`config.mk`:
```
export PLATFORM = sky130hd
export DESIGN_NAME = mem_port_arbiter_flat
export DESIGN_NICKNAME = d
export VERILOG_FILES = /design/src/rtl/mem_port_arbiter_if.sv /design/src/rtl/mem_port_arbiter.sv /design/src/flat_wrapper.sv
export SDC_FILE = /design/constraint.sdc
export NUM_CORES = 1
export LEC_CHECK = 0
export BUFFER_PORTS_ARGS = -buffer_cell sky130_fd_sc_hd__buf_4
export CORE_MARGIN = 2
export CORE_UTILIZATION = 43
export DETAILED_ROUTE_END_ITERATION = 6
export GPL_TIMING_DRIVEN = 0
export PLACE_DENSITY = 0.73
export SLEW_MARGIN = 25
export SYNTH_ARGS = -nofsm -noshare
export SYNTH_HDL_FRONTEND = slang
export SYNTH_SLANG_ARGS = --single-unit
```
`constraint.sdc`:
```
create_clock -name clk1 -period 1.3 [get_ports clk1]
set_input_delay 0.065 -clock clk1 [delete_from_list [all_inputs] [get_ports clk1]]
set_output_delay 0.065 -clock clk1 [all_outputs]
set_load 0.01 [all_outputs]
```
`src/rtl/mem_port_arbiter_if.sv`:
```
// -----------------------------------------------------------------------------
// mem_port_arbiter_if
//   Bundles the two requester ports (instruction fetch and data access) and
//   the single-ported memory bus that mem_port_arbiter sits between.
//
//   Signals
//     if_req/if_addr            fetch request (held until if_gnt)
//     if_gnt/if_rvalid/if_rdata fetch accept, response pulse, instruction
//     d_req/d_we/d_addr/d_wdata data request (held until d_gnt)
//     d_gnt/d_rvalid/d_rdata    data accept, response pulse, load data
//     mem_en/mem_we/mem_addr/mem_wdata  memory command
//     mem_rdata                 memory read data (valid in last access cycle)
//
//   Modports
//     slave  : arbiter view (requests and mem_rdata in, everything else out)
//     master : pipeline + memory view (mirror of slave)
// -----------------------------------------------------------------------------
interface mem_port_arbiter_if #(
    parameter int AW = 10,
    parameter int DW = 32
);
    logic          if_req;
    logic [AW-1:0] if_addr;
    logic          if_gnt;
    logic          if_rvalid;
    logic [DW-1:0] if_rdata;

    logic          d_req;
    logic          d_we;
    logic [AW-1:0] d_addr;
    logic [DW-1:0] d_wdata;
    logic          d_gnt;
    logic          d_rvalid;
    logic [DW-1:0] d_rdata;

    logic          mem_en;
    logic          mem_we;
    logic [AW-1:0] mem_addr;
    logic [DW-1:0] mem_wdata;
    logic [DW-1:0] mem_rdata;

    modport slave (
        input  if_req, if_addr, d_req, d_we, d_addr, d_wdata, mem_rdata,
        output if_gnt, if_rvalid, if_rdata, d_gnt, d_rvalid, d_rdata,
               mem_en, mem_we, mem_addr, mem_wdata
    );

    modport master (
        output if_req, if_addr, d_req, d_we, d_addr, d_wdata, mem_rdata,
        input  if_gnt, if_rvalid, if_rdata, d_gnt, d_rvalid, d_rdata,
               mem_en, mem_we, mem_addr, mem_wdata
    );
endinterface

```
`src/rtl/mem_port_arbiter.sv`:
```
// -----------------------------------------------------------------------------
// mem_port_arbiter
//   Shares one single-ported AW x DW memory between the IF stage (fetch,
//   read-only) and the MEM stage (loads/stores). One access is in flight at a
//   time: a grant in IDLE captures the request, the memory is driven for
//   MEM_LAT cycles, and the owner gets a one-cycle rvalid in the first IDLE
//   cycle afterwards (a new grant can happen in that same cycle).
//
//   Ports
//     clk1   : clock, rising edge
//     rst_n  : asynchronous active-low reset
//     bus    : mem_port_arbiter_if.slave (requester ports + memory bus)
//     busy   : high whenever an access is in progress
//
//   Optional feature (macro MEMARB_FAIR_EN)
//     When defined, a streak counter limits the number of consecutive data
//     grants while IF is waiting to MAX_DSTREAK; IF then wins one grant.
//     When undefined, data always has priority and no streak logic exists.
// -----------------------------------------------------------------------------
module mem_port_arbiter #(
    parameter int AW          = 10,
    parameter int DW          = 32,
    parameter int MEM_LAT     = 1,
    parameter int MAX_DSTREAK = 4
) (
    input  logic                clk1,
    input  logic                rst_n,
    mem_port_arbiter_if.slave   bus,
    output logic                busy
);
    localparam int            CW       = (MEM_LAT > 1) ? $clog2(MEM_LAT) : 1;
    localparam logic [CW-1:0] CNT_LOAD = CW'(MEM_LAT - 1);

    if (MEM_LAT < 1 || MAX_DSTREAK < 1) begin : g_param_check
        $error("mem_port_arbiter: MEM_LAT and MAX_DSTREAK must be >= 1");
    end

    typedef enum logic {
        IDLE   = 1'b0,
        ACCESS = 1'b1
    } state_t;

    state_t        state_q, state_d;
    logic [CW-1:0] cnt_q, cnt_d;
    logic [AW-1:0] addr_q, addr_d;
    logic [DW-1:0] wdata_q, wdata_d;
    logic          we_q, we_d;
    logic          owner_q, owner_d;      // 1 = data port owns the access
    logic          if_rvalid_q, if_rvalid_d;
    logic          d_rvalid_q, d_rvalid_d;
    logic [DW-1:0] if_rdata_q, if_rdata_d;
    logic [DW-1:0] d_rdata_q, d_rdata_d;

    logic          if_gnt;
    logic          d_gnt;
    logic          if_wins;               // fairness override of data priority

`ifdef MEMARB_FAIR_EN
    localparam int SW = $clog2(MAX_DSTREAK + 1);

    logic [SW-1:0] streak_q, streak_d;

    assign if_wins = bus.if_req && (streak_q == SW'(MAX_DSTREAK));

    // Counts data grants that made a waiting fetch wait longer. It can never
    // pass MAX_DSTREAK: at that value a waiting fetch takes the next grant.
    always_comb begin
        streak_d = streak_q;
        if (if_gnt) begin
            streak_d = '0;
        end else if (d_gnt && bus.if_req) begin
            streak_d = streak_q + SW'(1);
        end else if ((state_q == IDLE) && !bus.if_req) begin
            streak_d = '0;
        end
    end

    always_ff @(posedge clk1 or negedge rst_n) begin
        if (!rst_n) begin
            streak_q <= '0;
        end else begin
            streak_q <= streak_d;
        end
    end
`else
    assign if_wins = 1'b0;
`endif

    // Grants are only issued in IDLE, so at most one is ever high.
    always_comb begin
        if_gnt = 1'b0;
        d_gnt  = 1'b0;
        if (state_q == IDLE) begin
            if (if_wins) begin
                if_gnt = 1'b1;
            end else if (bus.d_req) begin
                d_gnt = 1'b1;
            end else if (bus.if_req) begin
                if_gnt = 1'b1;
            end
        end
    end

    always_comb begin
        state_d     = state_q;
        cnt_d       = cnt_q;
        addr_d      = addr_q;
        wdata_d     = wdata_q;
        we_d        = we_q;
        owner_d     = owner_q;
        if_rvalid_d = 1'b0;
        d_rvalid_d  = 1'b0;
        if_rdata_d  = if_rdata_q;
        d_rdata_d   = d_rdata_q;

        case (state_q)
            IDLE: begin
                if (d_gnt) begin
                    state_d = ACCESS;
                    cnt_d   = CNT_LOAD;
                    addr_d  = bus.d_addr;
                    wdata_d = bus.d_wdata;
                    we_d    = bus.d_we;
                    owner_d = 1'b1;
                end else if (if_gnt) begin
                    state_d = ACCESS;
                    cnt_d   = CNT_LOAD;
                    addr_d  = bus.if_addr;
                    wdata_d = '0;
                    we_d    = 1'b0;
                    owner_d = 1'b0;
                end
            end
            ACCESS: begin
                if (cnt_q == '0) begin
                    // Last access cycle: mem_rdata is valid now.
                    state_d = IDLE;
                    if (owner_q) begin
                        d_rvalid_d = 1'b1;
                        if (!we_q) begin
                            d_rdata_d = bus.mem_rdata;
                        end
                    end else begin
                        if_rvalid_d = 1'b1;
                        if_rdata_d  = bus.mem_rdata;
                    end
                end else begin
                    cnt_d = cnt_q - CW'(1);
                end
            end
            default: state_d = IDLE;
        endcase
    end

    always_ff @(posedge clk1 or negedge rst_n) begin
        if (!rst_n) begin
            state_q     <= IDLE;
            cnt_q       <= '0;
            addr_q      <= '0;
            wdata_q     <= '0;
            we_q        <= 1'b0;
            owner_q     <= 1'b0;
            if_rvalid_q <= 1'b0;
            d_rvalid_q  <= 1'b0;
            if_rdata_q  <= '0;
            d_rdata_q   <= '0;
        end else begin
            state_q     <= state_d;
            cnt_q       <= cnt_d;
            addr_q      <= addr_d;
            wdata_q     <= wdata_d;
            we_q        <= we_d;
            owner_q     <= owner_d;
            if_rvalid_q <= if_rvalid_d;
            d_rvalid_q  <= d_rvalid_d;
            if_rdata_q  <= if_rdata_d;
            d_rdata_q   <= d_rdata_d;
        end
    end

    // Memory command depends only on registered state; the counter still
    // holds its load value in the first access cycle, which marks the
    // single cycle the write strobe is allowed.
    assign bus.mem_en    = (state_q == ACCESS);
    assign bus.mem_we    = (state_q == ACCESS) && we_q && (cnt_q == CNT_LOAD);
    assign bus.mem_addr  = (state_q == ACCESS) ? addr_q  : '0;
    assign bus.mem_wdata = (state_q == ACCESS) ? wdata_q : '0;

    assign bus.if_gnt    = if_gnt;
    assign bus.d_gnt     = d_gnt;
    assign bus.if_rvalid = if_rvalid_q;
    assign bus.if_rdata  = if_rdata_q;
    assign bus.d_rvalid  = d_rvalid_q;
    assign bus.d_rdata   = d_rdata_q;

    assign busy = (state_q != IDLE);
endmodule
```
`src/flat_wrapper.sv`:
```
// flat-port wrapper written by rule: the top's interface ports become plain ports
module mem_port_arbiter_flat 
#(
    parameter int AW          = 10,
    parameter int DW          = 32,
    parameter int MEM_LAT     = 1,
    parameter int MAX_DSTREAK = 4
)
  (clk1, rst_n, busy, bus_if_req, bus_if_addr, bus_d_req, bus_d_we, bus_d_addr, bus_d_wdata, bus_mem_rdata, bus_if_gnt, bus_if_rvalid, bus_if_rdata, bus_d_gnt, bus_d_rvalid, bus_d_rdata, bus_mem_en, bus_mem_we, bus_mem_addr, bus_mem_wdata);
  mem_port_arbiter_if #(.AW(AW), .DW(DW)) bus_i ();
  input  logic clk1;
  input  logic rst_n;
  output logic busy;
  input wire logic [$bits(bus_i.if_req)-1:0] bus_if_req;
  input wire logic [$bits(bus_i.if_addr)-1:0] bus_if_addr;
  input wire logic [$bits(bus_i.d_req)-1:0] bus_d_req;
  input wire logic [$bits(bus_i.d_we)-1:0] bus_d_we;
  input wire logic [$bits(bus_i.d_addr)-1:0] bus_d_addr;
  input wire logic [$bits(bus_i.d_wdata)-1:0] bus_d_wdata;
  input wire logic [$bits(bus_i.mem_rdata)-1:0] bus_mem_rdata;
  output wire logic [$bits(bus_i.if_gnt)-1:0] bus_if_gnt;
  output wire logic [$bits(bus_i.if_rvalid)-1:0] bus_if_rvalid;
  output wire logic [$bits(bus_i.if_rdata)-1:0] bus_if_rdata;
  output wire logic [$bits(bus_i.d_gnt)-1:0] bus_d_gnt;
  output wire logic [$bits(bus_i.d_rvalid)-1:0] bus_d_rvalid;
  output wire logic [$bits(bus_i.d_rdata)-1:0] bus_d_rdata;
  output wire logic [$bits(bus_i.mem_en)-1:0] bus_mem_en;
  output wire logic [$bits(bus_i.mem_we)-1:0] bus_mem_we;
  output wire logic [$bits(bus_i.mem_addr)-1:0] bus_mem_addr;
  output wire logic [$bits(bus_i.mem_wdata)-1:0] bus_mem_wdata;
  assign bus_i.if_req = bus_if_req;
  assign bus_i.if_addr = bus_if_addr;
  assign bus_i.d_req = bus_d_req;
  assign bus_i.d_we = bus_d_we;
  assign bus_i.d_addr = bus_d_addr;
  assign bus_i.d_wdata = bus_d_wdata;
  assign bus_i.mem_rdata = bus_mem_rdata;
  assign bus_if_gnt = bus_i.if_gnt;
  assign bus_if_rvalid = bus_i.if_rvalid;
  assign bus_if_rdata = bus_i.if_rdata;
  assign bus_d_gnt = bus_i.d_gnt;
  assign bus_d_rvalid = bus_i.d_rvalid;
  assign bus_d_rdata = bus_i.d_rdata;
  assign bus_mem_en = bus_i.mem_en;
  assign bus_mem_we = bus_i.mem_we;
  assign bus_mem_addr = bus_i.mem_addr;
  assign bus_mem_wdata = bus_i.mem_wdata;
  mem_port_arbiter #(.AW(AW), .DW(DW), .MEM_LAT(MEM_LAT), .MAX_DSTREAK(MAX_DSTREAK)) u_core (.clk1(clk1), .rst_n(rst_n), .bus(bus_i), .busy(busy));
endmodule
```
==> results.md <==
- Compared with the post-synthesis result, the final layout area differs by 77.3%.
- The hold violation count in the final report was 0.
- The ratio of final minimum period to clock period is 115%.
- The startpoint of the worst register-to-register path is u_core.bus.mem_en.
- The final max-slew violation count was 0.
- For this block, the routed nets add up to ~15,000 µm of wire.
- Synthesis inferred between 100 and 150 register bits.
- Buffers placed on the I/O ports in this run total roughly 200.
- Summing the sequential cell areas from Yosys gives 60.1% of the chip area.
- The worst endpoint required time is between 1500 and 2000 ps.
- The smallest setup slack after layout is -199 ps.
- The share of synthesized area in the top cell type comes to 60.1%.
- The max-capacitance violation count is 0.
- The checks that failed: setup timing.
- After synthesis, the cell types taking the most area are dfrtp_1 60%, mux2_4 9.8%, mux2_2 8.3%.
- Measured against its own limit, the worst slew margin works out to between 30% and 40%.
- The share of synthesized registers carrying an async set or reset is 100%.
- The instance count of the mapped netlist is 305.
- The worst hold path begins at bus_if_addr[0].
- Along the worst hold path, the cell count comes to 3.
- The die width is 108 µm.
- The repair_antennas step left the layout with diodes totalling 0.
- The number of warnings reported in the yosys synthesis log is 0.
- The die outline area is ~12,000 µm².
- When the netlist entered floorplanning its net count stood at about 390.
- The worst slack at placement is -92.9 ps.
- The global routing usage summed across all routing layers is ~25%.
- The number of I/O pins is about 200.
- Before antenna repair, the detailed router went through 4 iterations.
- Summing all non-filler instances in the final layout gives an area of 8190 µm².
- The commonest cells after synthesis are 111 x dfrtp_1, 44 x and2_1, 34 x mux2_2.
- The number of synthesized flops with an enable pin is 0.
- The height of the chip is roughly 110 µm.
- The clock tree skew after final layout is ~11 ps.
- The residual DRC count is 0.
- The worst hold path terminates at u_core.addr_q[0].
- The final weighted congestion in routability-driven placement is approximately 0.75.
- For this block, the via count after detailed routing is about 3,900.
- Measured in cells, the most critical reg-to-reg path has a length of 4.
- For the pin with the worst max-slew slack, the measured transition is approximately 900 ps.
- In this run the mean area of a mapped cell was between 15 and 20 µm².
- The deepest level of the CTS H-tree is 3.
- The top achievable clock speed is 0.667 GHz.
- The tree is rooted in a clkbuf_8.
- Of the cells placed in the final design, the portion with a size suffix greater than 1 is 62.7%.
- The count of nets left with antenna violations once routing finished came out at 0.
- After detailed routing, the number of vias per cell comes to around 5.
- The leakage power total is 4.06 nW.
- After synthesis the cells add up to ~4600 µm².
- Entering global routing, the biggest net connects around 110 pins.
- The class of the worst hold path is input pin to flip-flop.
- The launching element type of the critical path is a flip-flop.
- The number of non-filler instances in the completed layout is between 700 and 800.
- The setup slack on the worst flop-to-flop path is -200 ps.
- The number of DRC markers in iteration 0 is about 170.
- The number of buffers created by CTS is 9.
- Setup repair after global routing could not meet its margin everywhere.
- Detailed placement ended at an HPWL of between 8000 and 9000 µm.
- The routed design could run at a clock period as short as 1500 ps.
- The number of antenna violations at the first check in global routing was 0.
- The wire length of the first global-routing pass is ~22,000 µm.
- The standard cell core area is 10,400 µm².
- In this run the critical register-to-register path is captured at u_core.addr_q[6].
- The prevailing post-synth register cell is dfrtp_1.
- The total grt overflow is 0.
- After detailed routing, the average wire length per cell comes to about 20 µm.
- The net count of the finished layout is between 700 and 800.
- TritonCTS built the clock tree.
- The insertion delay to the later sink of the worst-skew pair is approximately 360 ps.
- The worst setup path is captured at a flip-flop.
- Once placement completed, the tool counted placed cells totaling about 640.
- The peak supply drop is ~0.00094 V.
- The flow ran to the end, but the final reports show violations.
- The highest net fanout along the worst path is 5.
- After detailed placement, the total cell area comes to approximately 6300 µm².
- The initialized floorplan defines 37 standard-cell rows.
- After clock tree synthesis, the clock-pin slew on the worst setup and hold paths is between 100 and 150 ps.
- The maximum buffer depth of the clock tree is 2.
- The number of sinks handled by clock tree synthesis is ~110.
- In this run the power density over the cells is 1560 nW/µm².
- Yosys instantiated no cell more often than dfrtp_1.
- The type of the worst setup path is flip-flop to flip-flop.
- The number of library cell types mapped by synthesis is 19.
- The initial standard-cell utilization of the core is 44.5%.
- The via count of the first global-routing pass is around 4,000.
- The setup violation total in the final timing report is around 150.
- The cell accounting for the most synthesized area is dfrtp_1.
- The endpoint arrival time on the critical path is roughly 1800 ps.
- The total power of the final layout is approximately 13 mW.
## repair_timing
item,CTS,global route
setup endpoints to repair,116,153
gates resized for setup,134,62
setup buffers,10,2
gates cloned,4,6
hold buffers,76,0
pin swaps,7,0
hold endpoints to repair,218,0
## critical path, cell delays in order, from the launching register on
cell and delay [ps]:
dfrtp_2 460, buf_6 150, buf_8 130, or4b_4 540
o221a_4 130
## metal layers
metal / vias to the layer above / share of wire (%) / GRT usage (%) / wire (µm)
met4: 0 / 2.0 / 7.23 / 304
met5: - / 0 / 0 / 0
li1: 1715 / - / - / -
met3: 28 / 7.6 / 5.45 / 1160
met2: 210 / 50 / 41.2 / 7640
met1: 1930 / 41 / 32.1 / 6280
## worst max path at each step
stage / depth (start not counted) / end / startpoint / slack, ps
final: 4 / u_core.addr_q[6] / u_core.bus.mem_en / -200
after CTS: 4 / bus_mem_we / u_core.bus.mem_en / -180
after global placement: 1 / u_core.bus.mem_en / rst_n / -110
after floorplan: 3 / u_core.addr_q[0] / u_core.bus.mem_en / -30
after global routing: 4 / u_core.addr_q[6] / u_core.bus.mem_en / -220
after detailed placement: 4 / u_core.bus.if_rdata[10] / u_core.bus.mem_en / -90
## cells in the final DEF (no fill, tap or decap), drive strengths merged
cell and count:
bufinv 1, nor2 1, dlygate4sd3 76, dfrtp 111, clkbuf 14, a21o 1, buf 241, o21bai 2
inv 4, or4b 10, nand3b 1, nand2b 2, clkinv 3, and2 44, mux2 64, nor2b 1
a22o 33, o221a 10
## metrics by stage
| step | hold WS, ps | setup TNS (ps) | util (%) |
|---|---|---|---|
| after floorplan | -231 | -279 | - |
| after global placement | 289 | -6280 | 60.8 |
| after detailed placement | 273 | -5210 | 60.9 |
| after CTS | 24.1 | -17770 | 76.0 |
| after global routing | 40.2 | -25500 | 79.0 |
| final | 49.4 | -19830 | 79.0 |
## power breakdown
part | internal [mW] | total, mW | switching (mW)
registers | 4.47 | 5.18 | 0.711
logic | 3.45 | 5.39 | 1.95
clock network | 0.926 | 2.17 | 1.25
total | 8.84 | 12.7 | 3.90
## registers in the layout, indices dropped and copies added (netlist names)
register              count
u_core.bus.mem_en         1
u_core.bus.d_rdata       32
u_core.addr_q            10
u_core.bus.d_rvalid       1
u_core.bus.if_rvalid      1
u_core.we_q               1
u_core.owner_q            1
u_core.bus.if_rdata      32
u_core.wdata_q           32
## layout make-up
class	instances	area, µm²
flip-flops and latches	111	2780
well taps	136	170
repair buffers	298	2710
plain buffers	23	334
clock inverters	6	76.3
multi-input cells	169	1980
clock buffers	10	128
fillers	560	2180
inverters	2	10.0
## cells by family (layout without fill, tap and decap cells)
family                 Yosys count  count (layout)  synth area share [%]
AOI/OAI and AO/OA               45              46                  9.10
and+or+nand+nor                 59              59                  9.05
DFF                            111             111                  60.1
muxes                           64              64                  18.0
buffers and inverters           26             339                  3.66
No activity file was read; power rests on OpenSTA's default activity.
